**config.mk**
```make
export PLATFORM = sky130hd
export DESIGN_NAME = ddr2_patrol_scrubber
export DESIGN_NICKNAME = d
export VERILOG_FILES = /design/src/rtl/ddr2_patrol_scrubber.sv
export SDC_FILE = /design/constraint.sdc
export NUM_CORES = 1
export LEC_CHECK = 0
export ABC_AREA = 1
export CAP_MARGIN = 20
export CORE_MARGIN = 2
export CORE_UTILIZATION = 57
export CTS_BUF_LIST = sky130_fd_sc_hd__clkbuf_16
export CTS_CLUSTER_SIZE = 24
export DETAILED_ROUTE_END_ITERATION = 16
export PLACE_DENSITY = 0.8
export SYNTH_ARGS = -nofsm -noshare
export SYNTH_HDL_FRONTEND = slang
export SYNTH_SLANG_ARGS = --single-unit
```
**constraint.sdc**
```tcl
create_clock -name clk -period 10.6 [get_ports clk]
set_input_delay 3.18 -clock clk [delete_from_list [all_inputs] [get_ports clk]]
set_output_delay 3.18 -clock clk [all_outputs]
set_load 0.02 [all_outputs]
```
**src/rtl/ddr2_patrol_scrubber.sv**
```systemverilog
// ddr2_patrol_scrubber: background patrol scrub with CE write-back, error logging and read timeout
module ddr2_patrol_scrubber #(
  parameter int ADDR_WIDTH  = 25,
  parameter int DATA_WIDTH  = 64,
  parameter int BURST_LEN   = 8,
  parameter int IDLE_CYCLES = 100,
  parameter int RD_TIMEOUT  = 1024,
  parameter int CNT_WIDTH   = 16
) (
  input  logic                  clk,
  input  logic                  reset,
  input  logic                  enable,
  input  logic                  one_shot,
  input  logic [ADDR_WIDTH-1:0] start_addr,
  input  logic [ADDR_WIDTH-1:0] end_addr,
  input  logic                  err_clr,
  input  logic                  ready,
  input  logic                  notfull,
  input  logic                  host_busy,
  output logic [2:0]            cmd,
  output logic [1:0]            sz,
  output logic [ADDR_WIDTH-1:0] addr,
  output logic                  cmd_put,
  output logic                  data_put,
  output logic [DATA_WIDTH-1:0] data_in,
  input  logic                  fetching,
  input  logic                  validout,
  input  logic [DATA_WIDTH-1:0] data_out,
  input  logic [ADDR_WIDTH-1:0] raddr,
  input  logic                  ecc_single_err,
  input  logic                  ecc_double_err,
  output logic [ADDR_WIDTH-1:0] scrub_progress,
  output logic                  scrub_active,
  output logic                  pass_done,
  output logic [CNT_WIDTH-1:0]  ce_count,
  output logic [CNT_WIDTH-1:0]  ue_count,
  output logic                  ue_valid,
  output logic [ADDR_WIDTH-1:0] ue_addr,
  output logic                  rd_timeout
);
  localparam int LB = $clog2(BURST_LEN);
  localparam int IW = $clog2(IDLE_CYCLES + 1);
  localparam int TW = $clog2(RD_TIMEOUT + 1);
  localparam logic [IW-1:0] IDLE_LAST = IW'(IDLE_CYCLES - 1);
  localparam logic [TW-1:0] TMO_LAST = TW'(RD_TIMEOUT - 1);
  localparam logic [1:0] SZ = 2'(LB - 3);
  localparam logic [2:0] BLR = 3'b011;
  localparam logic [2:0] BLW = 3'b100;
  typedef enum logic [2:0] {IDLE, WAIT_IDLE, ISSUE_READ, WAIT_DATA, ISSUE_WRITE, WRITE_DATA, NEXT} state_t;
  state_t state;
  logic [ADDR_WIDTH-1:0] win_start, win_end, cur;
  logic [IW-1:0] idle_cnt;
  logic [TW-1:0] tmo;
  logic [LB-1:0] wcnt, widx;
  logic ce_f, ue_f;
  logic [DATA_WIDTH-1:0] buffer [BURST_LEN];
  logic [ADDR_WIDTH:0] nxt;
  logic pass_end, stop, go, hit, ce_w, ue_w;
  // Next burst base with carry-out, pass/stop decision, and per-word error classification
  always_comb begin
    nxt = {1'b0, cur} + (ADDR_WIDTH + 1)'(BURST_LEN);
    pass_end = nxt > {1'b0, win_end};
    stop = !enable || (pass_end && one_shot);
    go = notfull && ready;
    hit = validout && fetching;
    ue_w = hit && ecc_double_err;
    ce_w = hit && ecc_single_err && !ecc_double_err;
  end
  // Returned words land at their burst offset, so out-of-order return is tolerated
  always_ff @(posedge clk)
    if (state == WAIT_DATA && hit) buffer[raddr[LB-1:0]] <= data_out;
  // Scrub sequencer with registered command, data and status outputs
  always_ff @(posedge clk) begin
    if (reset) begin
      state <= IDLE;
      cmd <= '0;
      sz <= '0;
      addr <= '0;
      cmd_put <= 1'b0;
      data_put <= 1'b0;
      data_in <= '0;
      scrub_progress <= '0;
      scrub_active <= 1'b0;
      pass_done <= 1'b0;
      ce_count <= '0;
      ue_count <= '0;
      ue_valid <= 1'b0;
      ue_addr <= '0;
      rd_timeout <= 1'b0;
      win_start <= '0;
      win_end <= '0;
      cur <= '0;
      idle_cnt <= '0;
      tmo <= '0;
      wcnt <= '0;
      widx <= '0;
      ce_f <= 1'b0;
      ue_f <= 1'b0;
    end else begin
      cmd_put <= 1'b0;
      data_put <= 1'b0;
      pass_done <= 1'b0;
      rd_timeout <= 1'b0;
      case (state)
        IDLE: if (enable && ready) begin
          win_start <= start_addr;
          win_end <= end_addr;
          cur <= start_addr;
          scrub_progress <= start_addr;
          idle_cnt <= '0;
          state <= WAIT_IDLE;
        end
        WAIT_IDLE: begin
          idle_cnt <= (go && !host_busy) ? idle_cnt + 1'b1 : '0;
          if (!enable) begin
            state <= IDLE;
            scrub_active <= 1'b0;
          end else if (go && !host_busy && idle_cnt == IDLE_LAST) state <= ISSUE_READ;
        end
        ISSUE_READ: if (go) begin
          cmd_put <= 1'b1;
          cmd <= BLR;
          sz <= SZ;
          addr <= cur;
          scrub_active <= 1'b1;
          tmo <= '0;
          wcnt <= '0;
          ce_f <= 1'b0;
          ue_f <= 1'b0;
          state <= WAIT_DATA;
        end
        WAIT_DATA: begin
          tmo <= tmo + 1'b1;
          if (hit) wcnt <= wcnt + 1'b1;
          if (ue_w) begin
            ue_f <= 1'b1;
            ue_valid <= 1'b1;
            ue_addr <= raddr;
            if (~&ue_count) ue_count <= ue_count + 1'b1;
          end
          if (ce_w) begin
            ce_f <= 1'b1;
            if (~&ce_count) ce_count <= ce_count + 1'b1;
          end
          if (hit && &wcnt) state <= ((ce_f || ce_w) && !(ue_f || ue_w)) ? ISSUE_WRITE : NEXT;
          else if (tmo == TMO_LAST) begin
            rd_timeout <= 1'b1;
            state <= NEXT;
          end
        end
        ISSUE_WRITE: if (go) begin
          cmd_put <= 1'b1;
          cmd <= BLW;
          sz <= SZ;
          addr <= cur;
          widx <= '0;
          state <= WRITE_DATA;
        end
        WRITE_DATA: if (notfull) begin
          data_put <= 1'b1;
          data_in <= buffer[widx];
          widx <= widx + 1'b1;
          if (&widx) state <= NEXT;
        end
        NEXT: begin
          idle_cnt <= '0;
          pass_done <= pass_end;
          state <= stop ? IDLE : WAIT_IDLE;
          if (stop) scrub_active <= 1'b0;
          if (!(pass_end && stop)) begin
            cur <= pass_end ? win_start : nxt[ADDR_WIDTH-1:0];
            scrub_progress <= pass_end ? win_start : nxt[ADDR_WIDTH-1:0];
          end
        end
        default: state <= IDLE;
      endcase
      if (err_clr) begin
        ce_count <= '0;
        ue_count <= '0;
        ue_valid <= 1'b0;
        ue_addr <= '0;
      end
    end
  end
endmodule
```
==> impl_metrics.toml <==
[logic_synthesis]
yosys.cell_types.count = 48
synthFlopType = "edfxtp_1"
synth_edf_count = 512
synth_common_cells = "edfxtp_1 (512), o21ai_0 (446), a21oi_1 (330)"
avgSynthCellArea_um2 = 11.0
syn-instance-count = 2839
ys_seq_elements = 770
async_flop_share_pct = 0
synth_most_common_cell = "edfxtp_1"
ys_top_cells_by_area = "edfxtp_1 (49%), dfxtp_1 (17%), o21ai_0 (7.1%)"
ys_warn_count = 0
synth_top_area_share_pct = 49.2
yosysTopAreaCell = "edfxtp_1"
synth_seq_area_share_pct = 65.7
netlist_area_mm2 = 0.0312

[grt]
top_usage_layer = "met2"
track_usage_pct = 25.7
antenna_found_initial = 9
grt_use_met3_pct = 4.74
met1_usage_pct = 32.0
use_met2_pct = 43.9
grt_pass1_wl_um = 115000
grt-ovfl-total = 0
grt_pass1_vias = 21700
grt_start_max_net_pins = 224

[timing]
max_slew_margin_pct = 25.0
fin_hold_ws_ns = 0.443
post-route-min-period_ns = 5.60
setup_violations = 0
finalHoldViolCount = 0
period_share_pct = 52.8
clock.fmax_mhz = 179
setup_ws_ns = 5.00
slew_violations = 0
clock_skew_ns = 0.0233
tightest_slew_ns = 1.13
grt_setup_unrepaired = "no"
setup-tns-final_ns = 0

[worst_setup_path]
cp.arrival_ns = 5.84
crit_fanout = 41
worstPathRequired_ns = 10.84
crit_chain = "clkdlybuf4s50_1 -> nand2_1 -> nor2_8 -> inv_2 -> or2_2 -> nor2_4 -> buf_4"
crit_path_start_kind = "input pin"
r2r_slack_ns = 5.94
slowest_stage = "nor2_4"
endpoint_kind = "flop"
cp_slowest_stage_delay_ns = 0.67
path_class = "in2reg"

[cts]
clock-root-buffer = "clkbuf_16"
cts_resized = 0
cts_tree = "done"
cts_num_sinks = 770
numCtsBuffers = 77
insertion_delay_ns = 0.63
cts_setup_buffers = 0
clkTransAtPathRegs_ns = 0.06
hold_buffers = 0
htree_levels = 3
cts_buffer_depth = 3

[routing]
wl_um = 74300
viasPerCell = 5.71
dr.pass1.iters = 5
drc_errors = 0
vias = 22100
ant_nets = 0
wl_per_cell_um = 19.2
drtIter0Drc = 1680

[die]
core_area_mm2 = 0.0540
rows = 85
die_w_um = 238
die_y_um = 238
initial_utilization_pct = 57.8
pin_count = 333
dieArea_mm2 = 0.0567

[power]
peakVddDrop_mv = 0.144
power_density_mw_per_mm2 = 190
p_leak_nw = 13.1
power_w = 0.00713

[status]
status = "completed"

[finish]
fillerInstances = 3791
drive_gt1_share_pct = 5.49
area_delta_synth_final_pct = 20.2
final_cells = 3870
nets = 3294

[placement]
place_ws_ns = 4.41
port_buffers = 330
dpl.hpwl_um = 44100
place_congestion = 0.869
numPlacedInstances = 3723

[min_path]
worstHoldPathType = "reg2reg"

[job]
maxCapViolCount = 0
==> layout make-up <==
| type | instances | area (um^2) | area share (%) |
|---|---|---|---|
| clock buffer | 78 | 1950 | 5.20 |
| timing repair buffer | 353 | 3550 | 9.45 |
| inverter | 307 | 1160 | 3.09 |
| multi-input combinational | 1600 | 8950 | 23.8 |
| clock inverter | 60 | 494 | 1.32 |
| tap | 696 | 871 | 2.32 |
| antenna | 6 | 15.0 | 0.0400 |
| sequential | 770 | 20600 | 54.7 |
==> placed cells by master, fill, tap and decap left out, types with 9 or more instances in the layout <==
cell,netlist,layout
buf_4,5,19
o21ai_0,446,446
nor2_1,167,161
clkbuf_16,0,78
nand4_1,18,18
edfxtp_1,512,512
mux2i_1,128,128
xor2_1,22,22
inv_1,298,310
clkinv_2,1,12
dfxtp_1,258,255
clkinv_1,1,17
nor4_1,9,9
clkdlybuf4s50_1,0,330
ha_1,34,34
nand3_1,74,74
nand2_1,227,227
o211ai_1,66,66
inv_2,7,9
nor3_1,24,20
a21oi_1,330,330
==> final timing paths <==
| path | start | endpoint | cells after the start |
|---|---|---|---|
| worst max-delay path | fetching | buffer[0][21] | 7 |
| worst min-delay path | win_start[12] | win_start[12] | 2 |
| worst max register to register | cur[6] | cur[2] | 17 |
| worst min register to register | win_start[12] | win_start[12] | 2 |
==> stage by stage <==
step / area (um^2) / util, %
floorplan: 31200 / -
global placement: 35000 / 64.8
detailed placement: 35000 / 64.8
CTS: 37400 / 69.3
global route: 37500 / 69.5
finish: 37500 / 69.5
==> kinds of logic after synthesis <==
logic type | after synthesis | share of synthesized area [%]
AOI/OAI and AO/OA | 871 | 14.8
xor gates and xnor gates | 25 | 0.701
adders and majority gates | 34 | 1.36
buffers and inverters | 470 | 5.82
DFF | 770 | 65.7
muxes | 128 | 4.10
other | 1 | 0.0120
and+or+nand+nor | 540 | 7.52
==> layer usage <==
metal  wire, um  vias to the layer above
li1           -                    10500
met1      29700                    10600
met2      37200                      747
met3       4830                      181
met4       2640                        6
met5         39                        -
==> worst max-delay path, delay by kind of cell <==
kind	cells	cell delay [ns]
buf+inv	3	1.23
simple gates	4	1.35
==> report_power, final <==
part           switching (W)  leakage, nW  internal (W)
combinational       0.000701         5.19      0.000386
sequential          0.000101         6.70       0.00331
clock                0.00114         1.26       0.00150
total                0.00194         13.1       0.00519
==> flip-flops by register name, indices dropped and copies added, names as in the netlist, 7 cells and up <==
signal     cells
buffer       512
data_in       64
addr          25
cur           25
ue_addr       25
win_end       25
win_start     25
ce_count      16
ue_count      16
tmo           11
idle_cnt       7
No activity file was read; power rests on OpenSTA's default activity.
